## config.mk

```make
export PLATFORM = sky130hd
export DESIGN_NAME = pe_mac_row
export DESIGN_NICKNAME = d
export VERILOG_FILES = /design/src/rtl/sa_pkg.sv /design/src/rtl/pe_mac.sv /design/src/rtl/pe_mac_row.sv
export SDC_FILE = /design/constraint.sdc
export NUM_CORES = 1
export LEC_CHECK = 0
export ABC_AREA = 1
export CAP_MARGIN = 10
export CORE_MARGIN = 2
export CORE_UTILIZATION = 30
export DETAILED_ROUTE_END_ITERATION = 16
export HOLD_SLACK_MARGIN = 0.1
export PLACE_DENSITY = 0.51
export SKIP_CTS_REPAIR_TIMING = 1
export SYNTH_ARGS = -nofsm -noshare
export SYNTH_HDL_FRONTEND = slang
export SYNTH_SLANG_ARGS = --single-unit
export TNS_END_PERCENT = 50
```

## constraint.sdc

```tcl
create_clock -name sys_clk -period 4.1 [get_ports sys_clk]
set_input_delay 0.41 -clock sys_clk [delete_from_list [all_inputs] [get_ports sys_clk]]
set_output_delay 0.41 -clock sys_clk [all_outputs]
set_load 0.02 [all_outputs]
```

## src/rtl/sa_pkg.sv

```systemverilog
// Shared definitions for the systolic-array row: default sizes, accumulator
// width derivation and the MAC row FSM state type.
package sa_pkg;

   localparam int SA_FEATURE_BITS = 4;
   localparam int SA_ELEMENT_BITS = 8;
   localparam int SA_P            = 4;

   // Wide enough for 2^feature_bits products of two most-negative elements.
   function automatic int calc_acc_bits(input int element_bits, input int feature_bits);
      return 2 * element_bits + feature_bits;
   endfunction

   typedef enum logic [1:0] {
      IDLE  = 2'd0,
      ACCUM = 2'd1,
      OUT   = 2'd2
   } mac_state_t;

endpackage

```

## src/rtl/pe_mac.sv

```systemverilog
// One weight lane: signed ELEMENT_BITS x ELEMENT_BITS multiplier feeding a
// full-precision accumulator with synchronous clear and enable.
module pe_mac
   import sa_pkg::*;
#(
   parameter int  ELEMENT_BITS = SA_ELEMENT_BITS,
   parameter int  FEATURE_BITS = SA_FEATURE_BITS,
   localparam int ACC_BITS     = calc_acc_bits(ELEMENT_BITS, FEATURE_BITS)
) (
   input  logic                    clk,
   input  logic                    rst_n,
   input  logic                    clr_i,
   input  logic                    en_i,
   input  logic [ELEMENT_BITS-1:0] weight_i,
   input  logic [ELEMENT_BITS-1:0] act_i,
   output logic [ACC_BITS-1:0]     acc_o
);

   logic signed [2*ELEMENT_BITS-1:0] prod;
   logic signed [ACC_BITS-1:0]       acc_q;
   logic signed [ACC_BITS-1:0]       acc_d;

   assign prod = $signed(weight_i) * $signed(act_i);

   always_comb begin
      acc_d = acc_q;
      if (clr_i) begin
         acc_d = '0;
      end else if (en_i) begin
         acc_d = acc_q + ACC_BITS'(prod);
      end
   end

   always_ff @(posedge clk or negedge rst_n) begin
      if (!rst_n) begin
         acc_q <= '0;
      end else begin
         acc_q <= acc_d;
      end
   end

   assign acc_o = acc_q;

endmodule

```

## src/rtl/pe_mac_row.sv

```systemverilog
// Row of P signed MAC lanes: accumulates a vector of beats, then serializes
// one result per lane. Define PE_MAC_SAT_EN to clamp results to element range.
module pe_mac_row
   import sa_pkg::*;
#(
   parameter int  FEATURE_BITS = SA_FEATURE_BITS,
   parameter int  ELEMENT_BITS = SA_ELEMENT_BITS,
   parameter int  P            = SA_P,
   localparam int ACC_BITS     = calc_acc_bits(ELEMENT_BITS, FEATURE_BITS),
   localparam int IDX_BITS     = (P > 1) ? $clog2(P) : 1
) (
   input  logic                      sys_clk,
   input  logic                      reset_n,
   input  logic                      start,
   input  logic [FEATURE_BITS-1:0]   vec_len,
   input  logic [P*ELEMENT_BITS-1:0] pe_data_in,
   input  logic [ELEMENT_BITS-1:0]   act_in,
   input  logic                      in_valid,
   output logic                      in_ready,
   output logic [ACC_BITS-1:0]       res_data,
   output logic [IDX_BITS-1:0]       res_idx,
   output logic                      res_valid,
   input  logic                      res_ready,
   output logic                      busy,
   output logic                      done
);

   mac_state_t                state_q, state_d;
   logic [FEATURE_BITS-1:0]   cnt_q, cnt_d;
   logic [FEATURE_BITS-1:0]   len_q, len_d;
   logic [IDX_BITS-1:0]       idx_q, idx_d;
   logic                      done_q, done_d;
   logic                      clr;
   logic                      beat;
   logic [ACC_BITS-1:0]       acc [P];
   logic signed [ACC_BITS-1:0] sel;
   logic signed [ACC_BITS-1:0] out_val;

   assign in_ready  = (state_q == ACCUM);
   assign res_valid = (state_q == OUT);
   assign busy      = (state_q != IDLE);
   assign done      = done_q;
   assign res_idx   = idx_q;
   assign beat      = in_valid && in_ready;

   for (genvar gi = 0; gi < P; gi++) begin : g_lane
      pe_mac #(
         .ELEMENT_BITS(ELEMENT_BITS),
         .FEATURE_BITS(FEATURE_BITS)
      ) u_mac (
         .clk     (sys_clk),
         .rst_n   (reset_n),
         .clr_i   (clr),
         .en_i    (beat),
         .weight_i(pe_data_in[gi*ELEMENT_BITS +: ELEMENT_BITS]),
         .act_i   (act_in),
         .acc_o   (acc[gi])
      );
   end

   always_comb begin
      state_d = state_q;
      cnt_d   = cnt_q;
      len_d   = len_q;
      idx_d   = idx_q;
      done_d  = 1'b0;
      clr     = 1'b0;
      case (state_q)
         IDLE: begin
            if (start) begin
               len_d   = vec_len;
               cnt_d   = '0;
               clr     = 1'b1;
               state_d = ACCUM;
            end
         end
         ACCUM: begin
            if (beat) begin
               if (cnt_q == len_q) begin
                  cnt_d   = '0;
                  idx_d   = '0;
                  state_d = OUT;
               end else begin
                  cnt_d = cnt_q + 1'b1;
               end
            end
         end
         OUT: begin
            if (res_ready) begin
               if (idx_q == IDX_BITS'(P - 1)) begin
                  state_d = IDLE;
                  done_d  = 1'b1;
               end else begin
                  idx_d = idx_q + 1'b1;
               end
            end
         end
         default: state_d = IDLE;
      endcase
   end

   always_ff @(posedge sys_clk or negedge reset_n) begin
      if (!reset_n) begin
         state_q <= IDLE;
         cnt_q   <= '0;
         len_q   <= '0;
         idx_q   <= '0;
         done_q  <= 1'b0;
      end else begin
         state_q <= state_d;
         cnt_q   <= cnt_d;
         len_q   <= len_d;
         idx_q   <= idx_d;
         done_q  <= done_d;
      end
   end

   assign sel = $signed(acc[idx_q]);

`ifdef PE_MAC_SAT_EN
   localparam logic signed [ACC_BITS-1:0] SAT_MAX = ACC_BITS'((2 ** (ELEMENT_BITS - 1)) - 1);
   localparam logic signed [ACC_BITS-1:0] SAT_MIN = ACC_BITS'(-(2 ** (ELEMENT_BITS - 1)));

   always_comb begin
      out_val = sel;
      if (sel > SAT_MAX) begin
         out_val = SAT_MAX;
      end else if (sel < SAT_MIN) begin
         out_val = SAT_MIN;
      end
   end
`else
   assign out_val = sel;
`endif

   // Result bus is forced to zero whenever no result is being offered.
   assign res_data = res_valid ? out_val : '0;

endmodule

```

==> metrics.md <==
| Metric | Value |
|---|---|
| Filler cells | 6352 |
| Area delta synth->final | 37.1% |
| Crit. End Element | flop |
| Final weighted congestion in routability-driven placement | 0.880 |
| Synth area leader | fa_1 |
| Die Y | 259 um |
| Register area share after synthesis | 0.119 |
| CTS tree | done |
| 1st-pass router iterations | 6 |
| Initial drt markers | 798 |
| Die Area | 0.0671 mm^2 |
| Buffers on Ports | 74 |
| Setup ws final | -0.214 ns |
| Worst setup path class | in2reg |
| Core Box Area | 0.0643 mm^2 |
| Commonest non-fill, non-tap cell in the layout | inv_1 |
| Synth cell types | 35 |
| Top cell type's share of synthesized area | 0.361 |
| Slowest-stage cell, CP | fa_2 |
| Rows | 93 |
| Clock tree buffer depth | 2 |
| Net Count, Synth | 3087 |
| Mapped Avg Cell Area | 7.80 um^2 |
| Number of max-cap violations | 0 |
| Seq cells post-synth | 93 |
| Worst r2r dst | g_lane[3].u_mac.acc_o[8] |
| H-Tree Depth | 3 |
| Worst-Margin Slew | 0.969 ns |
| Worst-path clk slew | 0.07 ns |
| Hold Vio Cnt, Final | 0 |
| Max frequency | 232 MHz |
| CP arrival | 4.61 ns |
| Max incr delay on CP | 0.58 ns |
| Starting density of the core | 0.303 |
| Root Buffer | clkbuf_16 |
| Pin count of the biggest net entering global routing | 66 |
| DRT antenna net count | 0 |
| Worst setup SP type | primary input |
| # DRC | 0 |
| Final HPWL from detailed placement | 46300 um |
| Final #Nets | 3420 |
| Rel. slew slack | 0.354 |
| Remaining Overflow, GRT | 0 |
| Min-Delay Path Class | in2async |
| Pre-CTS setup slack | -1.07 ns |
| Final wirelength | 58700 um |
| Via count | 16600 |
| Via density | 4.49 |
| Final Cycle Share | 1.05 |
| Failing checks | setup timing |
| Die W | 259 um |
| Total GRT Usage | 0.167 |
| R2R Path Start | g_lane[3].u_mac.acc_o[6] |
| DP Area | 0.0241 mm^2 |
| Register-to-register setup slack | -0.16 ns |
| Final Max Tran Viols | 0 |
| First-pass GRT wire length | 89100 um |
| Total CTS buffers | 9 |
| CTS sink count | 93 |
| Cell area after layout | 0.0268 mm^2 |
| Setup TNS | -5.82 ns |
| Initial antenna violation count | 8 |
| Clk_lat worst skew | 0.37 ns |
| CP required | 4.39 ns |
| Top cells by area, synth | fa_1 36%, inv_1 12%, dfrtp_1 12%, ha_1 12%, nand2_1 11% |
| IO Count | 75 |
| Status | complete, but fails checks |
| R2r worst-path depth | 17 |
| Cells after synthesis | 2500 |
| Max Clock Skew | 0.0105 ns |
| Final Setup Violations | 47 |
| Crit path max fanout | 8 |
| Vias in the first global route | 17100 |
| Warnings, synthesis | 0 |
| Layout cells sized above 1 | 0.261 |
| Average wire per standard cell | 15.9 um |
| Commonest non-fill, non-tap cells in the layout | 590 x inv_1, 493 x nand2_1, 330 x fa_1, 273 x buf_4, 127 x nor2_1 |
| Fin util | 0.416 |
| RSZ-0062 raised after global routing | true |
| Cells along the critical path | buf_12, buf_12, buf_12, buf_12, nand2_4, fa_1, fa_1, inv_2, fa_1, fa_1, fa_2, ha_4, a21oi_4, nand2_2, buf_6, nand3_2, nand3_2, nand2_1, nand2_1, o21ai_1 |
| Post-route minimum period | 4.31 ns |
| Netlist Area Pre-Place | 0.0195 mm^2 |
[synth_stat cells, drive strengths merged]
cell type / n
nor3: 5
inv: 640
mux2: 4
ha: 186
a21oi: 115
o31ai: 1
and2: 5
nand4: 8
nand3b: 15
buf: 16
xnor2: 6
nand3: 74
nor2: 154
o21ai: 132
dfrtp: 93
o22ai: 10
clkbuf: 71
o211ai: 1
nand2: 587
o21a: 8
or2: 6
a21boi: 1
a22o: 2
fa: 352
xor2: 8
[routing by layer]
metal | GRT usage | share of wire | vias up | wire length, um
met5 | 0 | 0.0011 | - | 62
met2 | 0.275 | 0.46 | 360 | 27100
met3 | 0.0177 | 0.054 | 60 | 3150
met4 | 0.0303 | 0.016 | 10 | 925
met1 | 0.239 | 0.47 | 8072 | 27500
li1 | - | - | 8082 | -
[flip-flops by register name, indices dropped and copies added (netlist names)]
name                flops
g_lane.u_mac.acc_o     80
state_q                 2
len_q                   4
cnt_q                   4
done                    1
res_idx                 2
[area by class of cell]
class | count | area, um^2 | area share
inverter | 640 | 2440 | 0.0912
clock inverter | 7 | 63.8 | 0.00239
clock buffer | 9 | 225 | 0.00842
sequential | 93 | 2330 | 0.0870
antenna | 2 | 5.00 | 0.000187
timing repair buffer | 409 | 4020 | 0.150
tap | 855 | 1070 | 0.0400
multi-input combinational | 1680 | 16600 | 0.621
[kinds of logic after synthesis]
group	share of synthesized area
xor gates and xnor gates	0.00628
adders and majority gates	0.480
DFF	0.119
buffers and inverters	0.144
AOI/OAI and AO/OA	0.0720
muxes	0.00231
and+or+nand+nor	0.176
[through the flow]
step / hold WS, ns / std cells
2_1_floorplan: 0.114 / 2500
3_3_place_gp: 0.517 / 3595
3_5_place_dp: 0.518 / 3595
4_1_cts: 0.216 / 3611
5_1_grt: 0.255 / 3695
6_report: 0.179 / 3695
[worst max-delay path, delay by kind of cell]
kind / cells / cell delay (ns)
simple gates: 6 / 0.43
buf+inv: 6 / 0.67
fa+ha+maj: 6 / 2.76
compound gates: 2 / 0.32
[worst max-delay path by stage]
| stage | startpoint | endpoint | slack, ns | cells after the start |
|---|---|---|---|---|
| final | act_in[5] | g_lane[0].u_mac.acc_o[16] | -0.21 | 20 |
| after global routing | act_in[0] | g_lane[0].u_mac.acc_o[17] | -0.40 | 23 |
| after CTS | act_in[7] | g_lane[3].u_mac.acc_o[19] | -0.69 | 20 |
| after detailed placement | act_in[7] | g_lane[3].u_mac.acc_o[19] | -1.07 | 19 |
| after global placement | act_in[7] | g_lane[2].u_mac.acc_o[19] | -1.01 | 20 |
| after floorplan | act_in[0] | g_lane[1].u_mac.acc_o[19] | -0.31 | 21 |
Power is left out: the tool's default activity adds up to more than one toggle a clock period on the data nets, which glitch-free logic cannot reach.
